`src/rtl/fetch_pkg.sv`:
```
// Shared types for the bytecode fetch sequencer.
package fetch_pkg;

  typedef enum logic [2:0] {
    FETCH_OP,
    LATCH_OP,
    DECODE,
    FETCH_ARG,
    LATCH_ARG,
    ISSUE
  } fetch_state_t;

  // No opcode carries more than two argument bytes; argc=3 is treated as 2.
  function automatic logic [1:0] clamp_argc(input logic [1:0] argc);
    return (argc == 2'd3) ? 2'd2 : argc;
  endfunction

endpackage

```
`src/rtl/instr_fetch.sv`:
```
// Bytecode fetch sequencer: reads opcode plus 0..2 argument bytes from a
// one-cycle-latency byte memory and issues bundles on a valid/ready handshake.
module instr_fetch
  import fetch_pkg::*;
#(
  parameter int PC_WIDTH = 16
) (
  input  logic                clk,
  input  logic                rst,
  output logic [PC_WIDTH-1:0] mem_addr,
  output logic                mem_rd,
  input  logic [7:0]          mem_data,
  output logic [7:0]          opcode,
  input  logic [1:0]          argc,
  output logic [7:0]          arg1,
  output logic [7:0]          arg2,
  output logic [PC_WIDTH-1:0] ins_pc,
  output logic                ins_valid,
  input  logic                ins_ready,
  input  logic                redirect,
  input  logic [PC_WIDTH-1:0] redirect_pc
);

  fetch_state_t        state;
  logic [PC_WIDTH-1:0] pc;
  logic [PC_WIDTH-1:0] ins_pc_q;
  logic [1:0]          args_left;
  logic                arg_second;
  logic [1:0]          argc_c;

  assign argc_c    = clamp_argc(argc);
  assign mem_rd    = ((state == FETCH_OP) || (state == FETCH_ARG)) && !rst;
  assign mem_addr  = rst ? '0 : pc;
  assign ins_valid = (state == ISSUE) && !rst;
  assign ins_pc    = ins_pc_q;

  always_ff @(posedge clk) begin
    if (rst) begin
      state      <= FETCH_OP;
      pc         <= '0;
      ins_pc_q   <= '0;
      opcode     <= 8'h00;
      arg1       <= 8'h00;
      arg2       <= 8'h00;
      args_left  <= 2'd0;
      arg_second <= 1'b0;
    end else if (redirect) begin
      // Any read in flight is simply never latched; the partial bundle is lost.
      state      <= FETCH_OP;
      pc         <= redirect_pc;
      args_left  <= 2'd0;
      arg_second <= 1'b0;
    end else begin
      unique case (state)
        FETCH_OP: begin
          ins_pc_q <= pc;
          state    <= LATCH_OP;
        end
        LATCH_OP: begin
          opcode     <= mem_data;
          pc         <= pc + PC_WIDTH'(1);
          arg1       <= 8'h00;
          arg2       <= 8'h00;
          arg_second <= 1'b0;
          state      <= DECODE;
        end
        DECODE: begin
          args_left <= argc_c;
          state     <= (argc_c == 2'd0) ? ISSUE : FETCH_ARG;
        end
        FETCH_ARG: state <= LATCH_ARG;
        LATCH_ARG: begin
          if (arg_second) arg2 <= mem_data;
          else            arg1 <= mem_data;
          arg_second <= 1'b1;
          pc         <= pc + PC_WIDTH'(1);
          args_left  <= args_left - 2'd1;
          state      <= (args_left == 2'd1) ? ISSUE : FETCH_ARG;
        end
        ISSUE: if (ins_ready) state <= FETCH_OP;
        default: state <= FETCH_OP;
      endcase
    end
  end

endmodule

```
`config.mk`:
```
export PLATFORM = sky130hd
export DESIGN_NAME = instr_fetch
export DESIGN_NICKNAME = d
export VERILOG_FILES = /design/src/rtl/fetch_pkg.sv /design/src/rtl/instr_fetch.sv
export SDC_FILE = /design/constraint.sdc
export NUM_CORES = 1
export LEC_CHECK = 0
export ABC_AREA = 1
export CAP_MARGIN = 40
export CORE_MARGIN = 2
export CORE_UTILIZATION = 44
export CTS_BUF_LIST = sky130_fd_sc_hd__clkbuf_4 sky130_fd_sc_hd__clkbuf_8
export DETAILED_ROUTE_END_ITERATION = 7
export GPL_ROUTABILITY_DRIVEN = 0
export GPL_TIMING_DRIVEN = 0
export PLACE_DENSITY = 0.78
export SLEW_MARGIN = 20
export SYNTH_ARGS = -nofsm -noshare
export SYNTH_HDL_FRONTEND = slang
export SYNTH_SLANG_ARGS = --single-unit
```
`constraint.sdc`:
```
create_clock -name clk -period 1.31 [get_ports clk]
set_input_delay 0.262 -clock clk [delete_from_list [all_inputs] [get_ports clk]]
set_output_delay 0.262 -clock clk [all_outputs]
set_load 0.005 [all_outputs]
```
# --- After elaboration in Yosys (flattened, before gate mapping) ---
# Index checks and enable logic that the tools add are counted.
word_totals:
  reg_bits: 62
  input_bits: 30
  out_inout_bits: 58
op_classes:
  n_addsub: 2
  n_eq_ne: 10
  muxes: 14
  bitwise_logic: 1
  n_reduce_logical: 15
op_table:
  columns: ["op", "count"]
  rows:
  - ["2-to-1 mux 16 bit", 3]
  - ["case mux 8 bit (2 select lines)", 2]
  - ["case mux 3 bit (6 select lines)", 1]
  - ["adder 16 x 1 -> 16 bit, second input constant", 1]
  - ["2-to-1 mux 8 bit", 2]
  - ["2-to-1 mux 3 bit", 3]
  - ["== test 3 x 2 -> 1 bit, second input constant", 2]
  - ["== test 3 bit, second input constant", 2]
  - ["inequality test 2 bit, second input constant", 3]
  - ["AND reduction 3 bit", 2]
  - ["nonzero test 2 bit", 3]
  - ["case mux 2 bit (2 select lines)", 1]
  - ["AND reduction 2 bit", 2]
  - ["OR reduction 2 bit", 2]
  - ["== test 3 x 1 -> 1 bit, second input constant", 1]
  - ["logical NOT 3 bit", 1]
  - ["== test 2 x 1 -> 1 bit, second input constant", 1]
  - ["== test 2 bit, second input constant", 1]
  - ["logical AND 1 bit", 2]
  - ["logical NOT 2 bit", 1]
  - ["2-to-1 mux 2 bit", 1]
  - ["case mux 1 bit (2 select lines)", 1]
  - ["subtractor 2 x 1 -> 2 bit, second input constant", 1]
  - ["logical NOT 1 bit", 1]
  - ["other kinds (2)", 2]

# --- Logic depth before layout (Yosys ltp) ---
# Gate-level depths: netlist (run 1).
logic_depth:
  word_depth: 5
  ltp_mapped: 10
  ltp_nobuf: 10

# --- Least setup slack after synthesis (run 1) ---
# Ideal clock, no wire load.
synth_path:
  kind: "register to output"
  from: "register state[0]"
  to: "output mem_rd"
  arrival_ns: 1.023
  required_ns: 1.048
  setup_slack_ns: 0.025
  stages_incl_launch_ff: 6
  path_buffers: 1
  path_cell_list: "dfxtp_1 -> inv_1 -> nand2_1 -> nor2_4 -> buf_4 -> o21a_1"
synth_between:
  elab_chain_cells: 3
synth_rtl:
  columns: ["item", "line_no", "source"]
  rows:
  - ["start: declaration", "instr_fetch.sv:24", "fetch_state_t state;"]
  - ["start signal: assignment", "instr_fetch.sv:69", "state <= (argc_c == 2'd0) ? ISSUE : FETCH_ARG;"]
  - ["start signal: assignment", "instr_fetch.sv:78", "state <= (args_left == 2'd1) ? ISSUE : FETCH_ARG;"]
  - ["== test 3 x 2 -> 1 bit / logical NOT 3 bit (equally long branches)", "instr_fetch.sv:32", "assign mem_rd = ((state == FETCH_OP) || (state == FETCH_ARG)) && !rst;"]
  - ["logical OR 1 bit *", "instr_fetch.sv:32", null]
  - ["logical AND 1 bit *", "instr_fetch.sv:32", null]
  - ["end: declaration", "instr_fetch.sv:11", "output logic mem_rd,"]
# Mark *: on every way between the ends. The rest lies on a longest branch, timed or not.

# --- Final worst setup path (run 1) ---
# Same ends and word-level chain as after synthesis.

==> metrics.md, run 1 <==
| Metric | Value |
|---|---|
| Sink Count | 62 |
| Drt first pass iters | 5 |
| Seq/Total Area, Yosys | 0.419 |
| Antenna cells | 0 |
| Largest net degree at the start of global routing | 14 |
| First-pass GRT wire length | 15.1 mm |
| Endpoints failing hold | 0 |
| Final Critical Period | between 1.5 and 2 ns |
| Slew Limit Fails | 0 |
| Die Wd | around 86 µm |
| CTS Hold Bufs | 0 |
| Pwr dens | 1040 nW/µm² |
| Fmax | approximately 640 MHz |
| Layout cells sized above 1 | 0.341 |
| Initial drt markers | 209 |
| Total track usage | 0.259 |
| Violated checks | negative setup slack |
| Filler cells | 457 |
| Max FO, Critical Path | 4 |
| Critical path data arrival time | 1.29 ns |
| Worst Hold Class | input pin to flip-flop |
| Mean post-synth cell area | between 6 and 7 µm² |
| Starting Density | 0.461 |
| CTS tree | built |
| Place WS | -1.24 ns |
| Register area | 1310 µm² |
| Io pins | 88 |
| Period utilization | 1.18 |
| Cell count after synthesis | 429 |
| Top cells by count, synth | nand2_1 (100), nor2_1 (64), dfxtp_1 (62) |
| Placed Instances | 593 |
| Initial antenna violation count | 0 |
| Critical path class | flip-flop to output port |
| Clk buf depth | 2 |
| CORE AREA | around 6400 µm² |
| Synth Cell Area | 2960 µm² |
| Relative slew slack | 0.676 |
| WL met1 | between 3 and 4 mm |
| Die height | 86.0 µm |
| Ys flop type | dfxtp_1 |
| Leak | 0.00214 µW |
| Ranking of synthesized cells by area | dfxtp_1 (42%), nand2_1 (13%), nor2_1 (8.1%) |
| Die ar. | 7400 µm² |
| Final hold slack | 0.248 ns |
| CTS H-tree lvls | 3 |
| Final #Nets | roughly 600 |
| Clock latency at the later pin of the worst-skew pair | 0.36 ns |
| Worst Tran Pin Value | between 0.4 and 0.5 ns |
| Biggest area consumer among synthesized cells | dfxtp_1 |
| Post-Syn Nets | 461 |
| Final ANT Viol Nets | 0 |
| Routed vias/inst | between 5 and 6 |
| Number of buffers added on ports | 87 |
| EDFF count, synth | 0 |
| Num rows | 29 |
| Fin area | ~4800 µm² |
| Worst Clk Skew | 0.00517 ns |
| Distinct cells, synth | 31 |
| Vias | 3502 |
| CTS Buf Count | 9 |
| Setup crit end kind | output port |
| Peak VDD IR | between 0.8 and 0.9 mV |
| Max-cap violation count | 0 |
| Top sig layer | met4 |
| DP HPWL | a little over 6 mm |
| Grt ovf | 0 |
| Min setup slack post-route | -0.241 ns |
| Outcome | finished with violations |
| Setup TNS Final | -2.75 ns |
| Flops & latches, synth | just over 60 |
| Met3 Wirelength | 701 µm |
| Post-Route WL | 10.1 mm |
| Ys async rst share | 0 |
| Routed length per instance | 15.6 µm |
| Post-synth top area share | 0.419 |
| Crit start category | flip-flop |
| Most frequent cell after synthesis | nand2_1 |
| Setup-failing EPs final | 34 |
| Clock transition at path regs | 0.08 ns |
| P&R area growth vs syn | 60.7% |
| # DRC | 0 |
| DR WL met2 | 4.95 mm |
| WP data required | 1.05 ns |
| Non-Filler Instances | 649 |
| Synth Warn # | 0 |
| Area of the multi-input gates | about 1700 µm² |
| RSZ-0062 raised after global routing | true |
| Vias in the first global route | 3311 |
| Clock Tree Root | clkbuf_8 |
| Placed instance area | 3930 µm² |
[repair_timing]
action	in CTS	in global routing
gates resized for setup	197	90
gates cloned	0	2
endpoints found under the setup margin	116	68
setup buffers	32	7
pin swaps	13	22
[routing by layer]
metal | track usage | up-vias
met4 | 0.130 | 0
met2 | 0.445 | 158
li1 | - | 1670
met1 | 0.300 | 1623
met5 | 0 | -
met3 | 0.0606 | 51
[final cells by class]
cell class	count	area share
Tap cell	77	0.0202
Timing Repair Buffer	128	0.232
Clock inverter	7	0.0218
Clock buffer	9	0.0260
Multi-Input combinational cell	309	0.356
Sequential cell	62	0.276
Inverter	38	0.0329
Buffer	19	0.0350
[worst paths after layout]
check / cells past startpoint / from / slack [ns] / end
worst max-delay path: 6 / state[0] / -0.24 / mem_rd
worst min-delay path: 4 / rst / 0.25 / state[1]
worst max register to register: 10 / state[1] / -0.22 / pc[14]
worst min register to register: 2 / ins_pc[11] / 0.46 / ins_pc[11]
[report_power, final]
| group | internal (µW) | switching [µW] |
|---|---|---|
| logic | 431 | 469 |
| registers | 1980 | 68.3 |
| clock network | 1100 | 881 |
| total | 3520 | 1420 |
[cell families (layout without fill, tap and decap cells)]
| kind of cell | Yosys count | after routing | share of synthesized area |
|---|---|---|---|
| AOI/OAI and AO/OA | 87 | 87 | 0.162 |
| xor gates and xnor gates | 3 | 3 | 0.00887 |
| adders and majority gates | 2 | 2 | 0.00845 |
| buffers and inverters | 58 | 201 | 0.0887 |
| DFF | 62 | 62 | 0.419 |
| and+or+nand+nor | 217 | 217 | 0.313 |
[layout by cell type, fill, tap and decap left out, types with 4 or more instances in the layout]
cell type,instances
nand2_1,94
dlygate4sd2_1,41
nor2_1,35
a21oi_1,35
nand3_1,32
buf_4,32
dfxtp_1,30
clkdlybuf4s50_1,27
inv_1,24
dfxtp_2,20
nor2_2,19
o21ai_0,19
o21ai_1,17
buf_2,17
buf_6,14
nor2_4,12
dfxtp_4,12
clkbuf_8,10
inv_2,9
clkbuf_2,5
nand2_2,5
nand3_2,5
inv_4,4
nand2_4,4
inv_6,4
[flip-flops by register name, indices dropped and copies added (netlist names)]
register	flops
args_left	2
state	3
ins_pc	16
opcode	8
pc	16
arg_second	1
arg1	8
arg2	8
[worst max-delay path, cell delays in order, from the launching register on]
cell	delay, ns
dfxtp_2	0.36
inv_4	0.05
nand2_2	0.08
nor2_4	0.04
buf_6	0.12
o21a_1	0.16
buf_2	0.12
[metrics by stage]
stage	total power [µW]	utilization
2_1_floorplan	2440	-
4_1_cts	4820	0.696
6_report	4930	0.741
3_3_place_gp	2790	0.612
5_1_grt	5110	0.741
3_5_place_dp	2800	0.612
(Power assumes the default switching activity.)
==> run 2, diff against run 1 <==
--- a/config.mk
+++ b/config.mk
@@ -7,13 +7,15 @@
 export LEC_CHECK = 0
 export ABC_AREA = 1
 export CAP_MARGIN = 40
+export CELL_PAD_IN_SITES_DETAIL_PLACEMENT = 1
+export CELL_PAD_IN_SITES_GLOBAL_PLACEMENT = 1
 export CORE_MARGIN = 2
-export CORE_UTILIZATION = 44
+export CORE_UTILIZATION = 31
 export CTS_BUF_LIST = sky130_fd_sc_hd__clkbuf_4 sky130_fd_sc_hd__clkbuf_8
 export DETAILED_ROUTE_END_ITERATION = 7
 export GPL_ROUTABILITY_DRIVEN = 0
 export GPL_TIMING_DRIVEN = 0
-export PLACE_DENSITY = 0.78
+export PLACE_DENSITY_LB_ADDON = 0.1
 export SLEW_MARGIN = 20
 export SYNTH_ARGS = -nofsm -noshare
 export SYNTH_HDL_FRONTEND = slang
==> run 2 against run 1 <==
- the flow still finishes with violations (negative setup slack)
- hold slack improved by 0.040 ns
- worst setup slack better by 0.0089 ns
- sequential power is essentially flat
- wire length increased by 13%
- design area is 2.8% higher
- clock skew grew 0.0073 ns
- via count decreased by 2.6%
- core utilization down 21 points
- sequential cell count is the same
==> metrics.md, run 2 (synthesis gave the netlist of run 1 again) <==
| Metric | Value |
|---|---|
| Filler cells | 1164 (+150%) |
| RSZ-0062 raised after global routing | true |
| Fmax | 649 MHz (+0.58%) |
| Comb pwr share | 0.199 (+0.017) |
| First-pass GRT wire length | 18.2 mm (+20%) |
| Top sig layer | met4 |
| P&R area growth vs syn | 65.2% |
| Cell-internal power | 3320 µW (-5.6%) |
| Final ANT Viol Nets | 0 (unchanged) |
| DP HPWL | 7.45 mm (+20%) |
| Worst Hold Class | input pin to flip-flop |
| # DRC | 0 (unchanged) |
| Total track usage | 0.227 (-0.0315) |
| DR WL met2 | 6.13 mm (+24%) |
| Die Wd | 102 µm (+18%) |
| WP data required | 1.05 ns (about the same) |
| Initial drt markers | 61 (-71%) |
| Vias in the first global route | 3733 (+13%) |
| Max FO, Critical Path | 3 (-1) |
| Sw Ratio | 0.298 (+0.0107) |
| Worst Tran Pin Value | 0.564 ns (+0.0782 ns) |
| Placed instance area | 3990 µm² (+1.7%) |
| Register area | 1330 µm² (+1.0%) |
| Starting Density | 0.321 (-0.141) |
| Max stage delay on crit path | 0.36 ns (about the same) |
| Initial antenna violation count | 0 (unchanged) |
| Worst Clk Skew | 0.0125 ns (+0.00735 ns) |
| CTS Buf Count | 9 (unchanged) |
| CORE AREA | 9240 µm² (+44%) |
| CTS H-tree lvls | 3 (unchanged) |
| Design Power | 4730 µW (-4.2%) |
| Sink Count | 62 (unchanged) |
| WL met1 | 4.44 mm (+11%) |
| Clock latency at the later pin of the worst-skew pair | 0.35 ns (about the same) |
| Final hold slack | 0.288 ns (+0.0401 ns) |
| Outcome | finished with violations |
| Die ar. | 10400 µm² (+40%) |
| Grt ovf | 0 (unchanged) |
| NetSw | 1410 µW (-0.62%) |
| Slew Limit Fails | 0 (unchanged) |
| Drt first pass iters | 4 (-1) |
| Routed length per instance | 16.2 µm (+4.4%) |
| Critical path data arrival time | 1.28 ns (about the same) |
| Antenna cells | 0 (unchanged) |
| Violated checks | negative setup slack |
| Clk buf depth | 2 (unchanged) |
| Clk pwr share | 0.366 (-0.036) |
| Leak | 0.00215 µW (+0.58%) |
| Setup-failing EPs final | 41 (+21%) |
| Peak VDD IR | 0.466 mV (-46%) |
| Critical path class | flip-flop to output port |
| Worst path slowest cell | dfxtp_2 |
| Area of the multi-input gates | 1750 µm² (+3.0%) |
| Clock Tree Root | clkbuf_8 |
| Die height | 102 µm (+18%) |
| Crit start category | flip-flop |
| Period utilization | 1.18 (-0.00683) |
| Commonest non-fill, non-tap cell in the layout | nand2_1 |
| Io pins | 88 (unchanged) |
| Setup crit end kind | output port |
| Final #Nets | 598 (-0.17%) |
| CTS Hold Bufs | 0 (unchanged) |
| Fin area | 4890 µm² (+2.8%) |
| Most frequent cells in the layout | nand2_1 (94), dlygate4sd2_1 (40), nor2_1 (36) |
| Clock transition at path regs | 0.08 ns (about the same) |
| Max-cap violation count | 0 (unchanged) |
| Pwr dens | 966 nW/µm² (-6.8%) |
| Number of buffers added on ports | 87 (unchanged) |
| Post-Route WL | 11.4 mm (+13%) |
| Largest net degree at the start of global routing | 13 (-1) |
| Min setup slack post-route | -0.232 ns (+0.00895 ns) |
| Met3 Wirelength | 475 µm (-32%) |
| CTS tree | built |
| Routed vias/inst | 4.87 (-9.7%) |
| Endpoints failing hold | 0 (unchanged) |
| Vias | 3411 (-2.6%) |
| Final Critical Period | 1.54 ns (-0.00895 ns) |
| Flop pwr share | 0.435 (+0.019) |
| Num rows | 35 (+21%) |
| Cell Chain, Critical Path | inv_4, nand2_4, nor2_4, buf_6, o21a_1, buf_2 |
| Relative slew slack | 0.624 (-0.0521) |
| Layout cells sized above 1 | 0.359 (+0.0181) |
run 2: cell count changes in the layout (fill, tap and decap cells not counted), sizes merged, moves of 2 or more:
cell	delta
clkinv	+3
clkinvlp	+2
inv	-4
buf	+3
clkbuf	-4
run 2: worst max-delay path, delay by kind of cell (launching register included):
family / cells / cell delay (ns)
buffers and inverters: 3 / 0.29
AOI/OAI and AO/OA: 1 / 0.17
DFF: 1 / 0.36
and+or+nand+nor: 2 / 0.11
run 2: layer usage:
metal | up-vias | global-route usage
met5 | - | 0
met4 | 0 | 0.0988
met3 | 25 | 0.0462
met2 | 81 | 0.427
met1 | 1631 | 0.244
li1 | 1674 | -
run 2: path summary, 6_finish.rpt:
| check | startpoint | endpoint | slack [ns] | cells after the start |
|---|---|---|---|---|
| min | rst | state[1] | 0.29 | 4 |
| max reg2reg | state[1] | arg1[6] | -0.21 | 8 |
| min reg2reg | ins_pc[6] | ins_pc[6] | 0.46 | 2 |
| max | state[0] | mem_rd | -0.23 | 6 |
run 2: what timing repair did:
item | in CTS | in global routing
gates resized for setup | 273 | 44
cloned | 3 | 0
buffers inserted | 27 | 9
pin swaps | 22 | 14
endpoints found under the setup margin | 116 | 69
run 2: layout make-up:
cell class                      count  share of cell area
Buffer                             20              0.0427
Inverter                           38              0.0325
Clock inverter                      7              0.0148
Clock buffer                        9              0.0253
Timing Repair Buffer              126               0.224
Tap cell                          129              0.0330
Multi-Input combinational cell    309               0.357
Sequential cell                    62               0.271
run 2: power by group through the flow:
| stage | registers (µW) | logic (µW) | clock network (µW) |
|---|---|---|---|
| 6_report | 2060 | 940 | 1730 |
| 5_1_grt | 2070 | 1030 | 1860 |
| 4_1_cts | 2060 | 868 | 1770 |
| 3_5_place_dp | 2120 | 713 | 0 |
| 3_3_place_gp | 2120 | 700 | 0 |
| 2_1_floorplan | 2100 | 339 | 0 |
run 2: stage by stage:
stage,instances,setup TNS [ns],utilization,setup WS (ns)
after floorplan,429,0,-,0.0248
after global placement,645,-47.26,0.432,-1.29
after detailed placement,645,-47.56,0.432,-1.27
after CTS,691,-3.57,0.508,-0.220
after global routing,700,-7.89,0.530,-0.285
final,700,-4.34,0.530,-0.232
==> run 3, diff against run 2 <==
--- a/config.mk
+++ b/config.mk
@@ -15,6 +15,7 @@
 export DETAILED_ROUTE_END_ITERATION = 7
 export GPL_ROUTABILITY_DRIVEN = 0
 export GPL_TIMING_DRIVEN = 0
+export HOLD_SLACK_MARGIN = 0.03
 export PLACE_DENSITY_LB_ADDON = 0.1
 export SLEW_MARGIN = 20
 export SYNTH_ARGS = -nofsm -noshare
==> results of run 3 <==
The final DEF is identical to that of run 2; final timing and power are the same.
==> RTL change 1: new RTL, flow settings as in run 2 <==
The parameter `PC_WIDTH` goes from 16 to 20.
--- a/src/rtl/instr_fetch.sv
+++ b/src/rtl/instr_fetch.sv
@@ -3,7 +3,7 @@
 module instr_fetch
   import fetch_pkg::*;
 #(
-  parameter int PC_WIDTH = 16
+  parameter int PC_WIDTH = 20
 ) (
   input  logic                clk,
   input  logic                rst,
Ports: changed (resized ins_pc, mem_addr and redirect_pc); port bits go from 88 to 100. No check against the original RTL was run, so the function may have changed too.
==> RTL change 1 against run 2 <==
The flow still finishes with violations (negative setup slack). Fmax increased by 3.4%. Setup slack gained 51 ps. Global-route usage shrank 0.57 points. First-iteration DRC count grew to 2.6 times the old value. Sequential cell count increased by 8. Total power increased by 14%. Cell area increased by 18%. Clock power fell by 6%. Critical path depth is 1 lower. Wire length up 22%. Synthesized area up 14%. Clock skew decreased by 4.0 ps. Die area up 14%. Largest power group unchanged.
==> RTL change 1: results (changes against run 2) <==
metric;value;unit;change
pre_cts_ws;-633.3;ps;+637.1 ps
instances_no_fill;840;;+20%
grt_max_degree;11;;-2
first_iter_violations;160;;+160%
detail_route.wl_per_cell;16.57;um;+2.0%
yosys-top-cells-area;dfxtp_1, nand2_1, nor2_1;;
yosysSeqAreaShare;41.37;%;-0.54 points
grt_pass1_wl;20070;um;+10%
wl_met2;7307;um;+19%
finalSetupViolCount;65;;+59%
worstMarginPinSlew;573.2;ps;+9.491 ps
crit_arrival;1230;ps;-50 ps
crit_path_max_incr_delay;400;ps;+40 ps
finClkSkew;8.511;ps;-4.003 ps
setup_ws;-180.7;ps;+50.89 ps
syn_nets;552;;+20%
p_leak;2.656;nW;+23%
ys_types;33;;+6.5%
violations;negative setup slack;;
fin_setup_tns;-5019;ps;-674.8 ps
wl_met1;5707;um;+28%
syn_area_per_cell;6.564;um^2;-4.9%
synth_common_cells;nand2_1, nor2_1, dfxtp_1;;
ir_worst_vdd;0.3944;mV;-15%
firstDrtPassIters;6;;+2
nets;732;;+22%
dr_wl_met3;507;um;+6.7%
dpl.cell_count;754;;+17%
track_usage;22.16;%;-0.57 points
ff2ff_setup_slack;-170;ps;+40 ps
crit_slowest_cell;dfxtp_4;;
port_buffers;98;;+13%
run_status;finished with violations;;
n_fill_cell;1379;;+18%
RTL change 1: cell count changes after synthesis, moves of 4 or more:
cell | run 2 | this run
nand3_1 | 35 | 26
dfxtp_1 | 62 | 70
o21ai_0 | 36 | 49
inv_1 | 35 | 55
nor3_1 | 4 | 0
nor2_1 | 64 | 105
a21oi_1 | 37 | 33
nand2_1 | 100 | 120
clkbuf_1 | 7 | 14
RTL change 1: kinds of logic after synthesis:
kind of cell | Yosys count | share of synthesized area [%]
compound gates | 92 | 14.70
xor+xnor | 4 | 1.034
fa+ha+maj | 2 | 0.7387
buf+inv | 81 | 9.641
flops | 70 | 41.37
mux | 1 | 0.2955
simple gates | 266 | 32.21
RTL change 1: path summary, 6_finish.rpt:
| check | end | start | depth (start not counted) |
|---|---|---|---|
| max | ins_valid | state[0] | 5 |
| min | state[1] | rst | 4 |
| max reg2reg | arg2[6] | state[0] | 11 |
| min reg2reg | ins_pc[2] | ins_pc[2] | 2 |
RTL change 1: power by group:
part / internal [mW] / switching, mW
Sequential: 2.29 / 0.133
Clock: 0.758 / 0.861
Combinational: 0.661 / 0.695
Total: 3.71 / 1.69
RTL change 1: repair_timing:
action,4_1_cts,5_1_grt
gates resized for setup,284,117
setup buffers,46,20
gates cloned,3,2
endpoints found under the setup margin,136,82
pin swaps,33,46
RTL change 1: area by class of cell:
cell class,instances,area share (%)
Buffer,21,3.253
Tap cell,140,3.036
Inverter,60,4.316
Clock buffer,13,2.668
Sequential cell,70,26.00
Multi-Input combinational cell,365,35.96
Clock inverter,2,0.1735
Timing Repair Buffer,169,24.59
RTL change 1: layer usage:
layer  vias to the layer above  global-route usage (%)
li1                       1987                       -
met1                      1962                   25.33
met2                        96                   40.98
met3                        28                   3.496
met4                         0                   8.516
met5                         -                       0
RTL change 1: critical path: cells and delay by family (launching register included):
family                 cells  cell delay, ps
and+or+nand+nor            3             300
DFF                        1             400
buffers and inverters      2             170
RTL change 1: stage by stage:
stage	utilization (%)	hold slack, ps	area, um^2
after floorplan	-	400.7	3400
after global placement	42.40	435.0	4556
after detailed placement	42.40	438.6	4556
after CTS	49.05	341.1	5270
after global routing	53.69	438.8	5769
final	53.69	400.7	5769
==> RTL change 2: new RTL, settings of run 2 <==
Made on the original files. Make the reset (`rst`) asynchronous in one clocked block.
--- a/src/rtl/instr_fetch.sv
+++ b/src/rtl/instr_fetch.sv
@@ -34,7 +34,7 @@
   assign ins_valid = (state == ISSUE) && !rst;
   assign ins_pc    = ins_pc_q;
 
-  always_ff @(posedge clk) begin
+  always_ff @(posedge clk or posedge rst) begin
     if (rst) begin
       state      <= FETCH_OP;
       pc         <= '0;
Behaviour: differs if rst is asserted again (counterexample within 4 cycles, from zero or initial values and one cycle with rst high); with rst held inactive, the same outputs for 10 cycles.
==> RTL change 2 against run 2 <==
The flow still finishes with violations (negative setup slack). Critical path depth is 1 lower. Cell area is 17% higher. Setup slack worse by 110 ps. Largest cell class is now non-clock buffers. Critical path type unchanged. Sequential cell count stayed put. Non-clock buffer count is 45 higher. Synthesized cell count is 4.9% lower. Synthesized area is 6.5% higher. Highest routed layer unchanged. Critical endpoint unchanged. Wire length is 21% higher. First-iteration DRC count is 100% higher. Cell count is 4.9% higher.
Power is not compared: it rests on default switching activity, and its combinational part moved more than twofold at a synthesized area within 25%.
==> RTL change 2: results (changes against run 2) <==
metric;value;unit;change
path_clk_slew;80;ps;about the same
synth_common_cells;nand2_1, dfrtp_1, inv_1;;
nets;628;;+5.0%
syn_area_per_cell;7.734;um^2;+12%
cp_max_fo;2;;-1
async_reset_ff_share;100.0;%;+100 points
clockBufferDepth;2;;unchanged
yosys-top-cells-area;dfrtp_1, nand2_1, inv_1;;
drt-total-wl;13750;um;+21%
crit_path_max_incr_delay;410;ps;+50 ps
timing.hold.ws;255.2;ps;-32.52 ps
run_status;finished with violations;;
viasPerCell;4.925;;+1.1%
grt_max_degree;24;;+11
reg2reg_depth;9;;+1
worstMarginPinSlew;653.1;ps;+89.44 ps
synthFlopType;dfrtp_1;;
finClkSkew;11.01;ps;-1.503 ps
timing.rr.start;state[1];;
yosysSeqAreaShare;49.17;%;+7.3 points
cts_resized;195;;-29%
violations;negative setup slack;;
track_usage;21.04;%;-1.7 points
setup_ws;-341.9;ps;-110.3 ps
syn_nets;440;;-4.6%
finalSetupViolCount;70;;+71%
insertion_delay;350;ps;about the same
hp-class;primary input to async pin;;
ys_types;33;;+6.5%
crit_arrival;1390;ps;+110 ps
firstDrtPassIters;4;;unchanged
dr_total_vias;3615;;+6.0%
crit_slowest_cell;dfrtp_1;;
grt_pass1_wl;18190;um;about the same
place_hpwl;7634;um;+2.5%
diodes;0;;unchanged
p_sw_share;35.87;%;
first_iter_violations;125;;+100%
first_global_vias;3518;;-5.8%
cts_setup_buffers;60;;+120%
slew_viol_final;0;;unchanged
port_buffers;86;;-1.1%
drive_gt1_share;43.93;%;+8.0 points
crit_start;state[2];;
## RTL change 2: cell type report
cell class	instances	area [um^2]
inverters	63	264.0
flip-flops and latches	62	1554
repair buffers	176	1700
plain buffers	15	172.7
fillers	1175	4078
clock buffers	10	137.6
multi-input cells	269	1703
clock inverters	6	43.79
well taps	133	166.4
## RTL change 2: stage by stage
step | worst slack [ps] | area [um^2] | power [mW] | setup TNS [ps]
2_1_floorplan | 20.41 | 3167 | 3.234 | 0
5_1_grt | -411.2 | 5742 | 7.241 | -15210
3_3_place_gp | -742.4 | 4194 | 4.152 | -76740
6_report | -341.9 | 5742 | 6.901 | -11310
4_1_cts | -279.1 | 4982 | 6.218 | -6685
3_5_place_dp | -785.1 | 4249 | 4.219 | -42710
## RTL change 2: path summary, 6_finish.rpt
kind	endpoint	slack [ps]
max in group asynchronous	pc[12]	560
worst max register to register	arg1[5]	-330
min in group clk	pc[1]	480
worst min-delay path	pc[4]	260
worst min register to register	opcode[0]	500
worst max-delay path	mem_rd	-340
## RTL change 2: per-layer routing
| layer | global-route usage (%) | up-vias | wire length [um] |
|---|---|---|---|
| met5 | 0 | - | 0 |
| met4 | 4.952 | 0 | 400 |
| met3 | 3.868 | 35 | 674 |
| met2 | 38.87 | 112 | 7373 |
| met1 | 25.15 | 1791 | 5301 |
| li1 | - | 1677 | - |
## RTL change 2: cells by family (layout without fill, tap and decap cells)
| kind of cell | Yosys count | in the layout | synth area share (%) |
|---|---|---|---|
| adders and majority gates | 2 | 2 | 0.7929 |
| DFF | 62 | 62 | 49.17 |
| and+or+nand+nor | 178 | 179 | 23.63 |
| AOI/OAI and AO/OA | 87 | 87 | 15.54 |
| xor gates and xnor gates | 1 | 1 | 0.2776 |
| buffers and inverters | 78 | 270 | 10.59 |
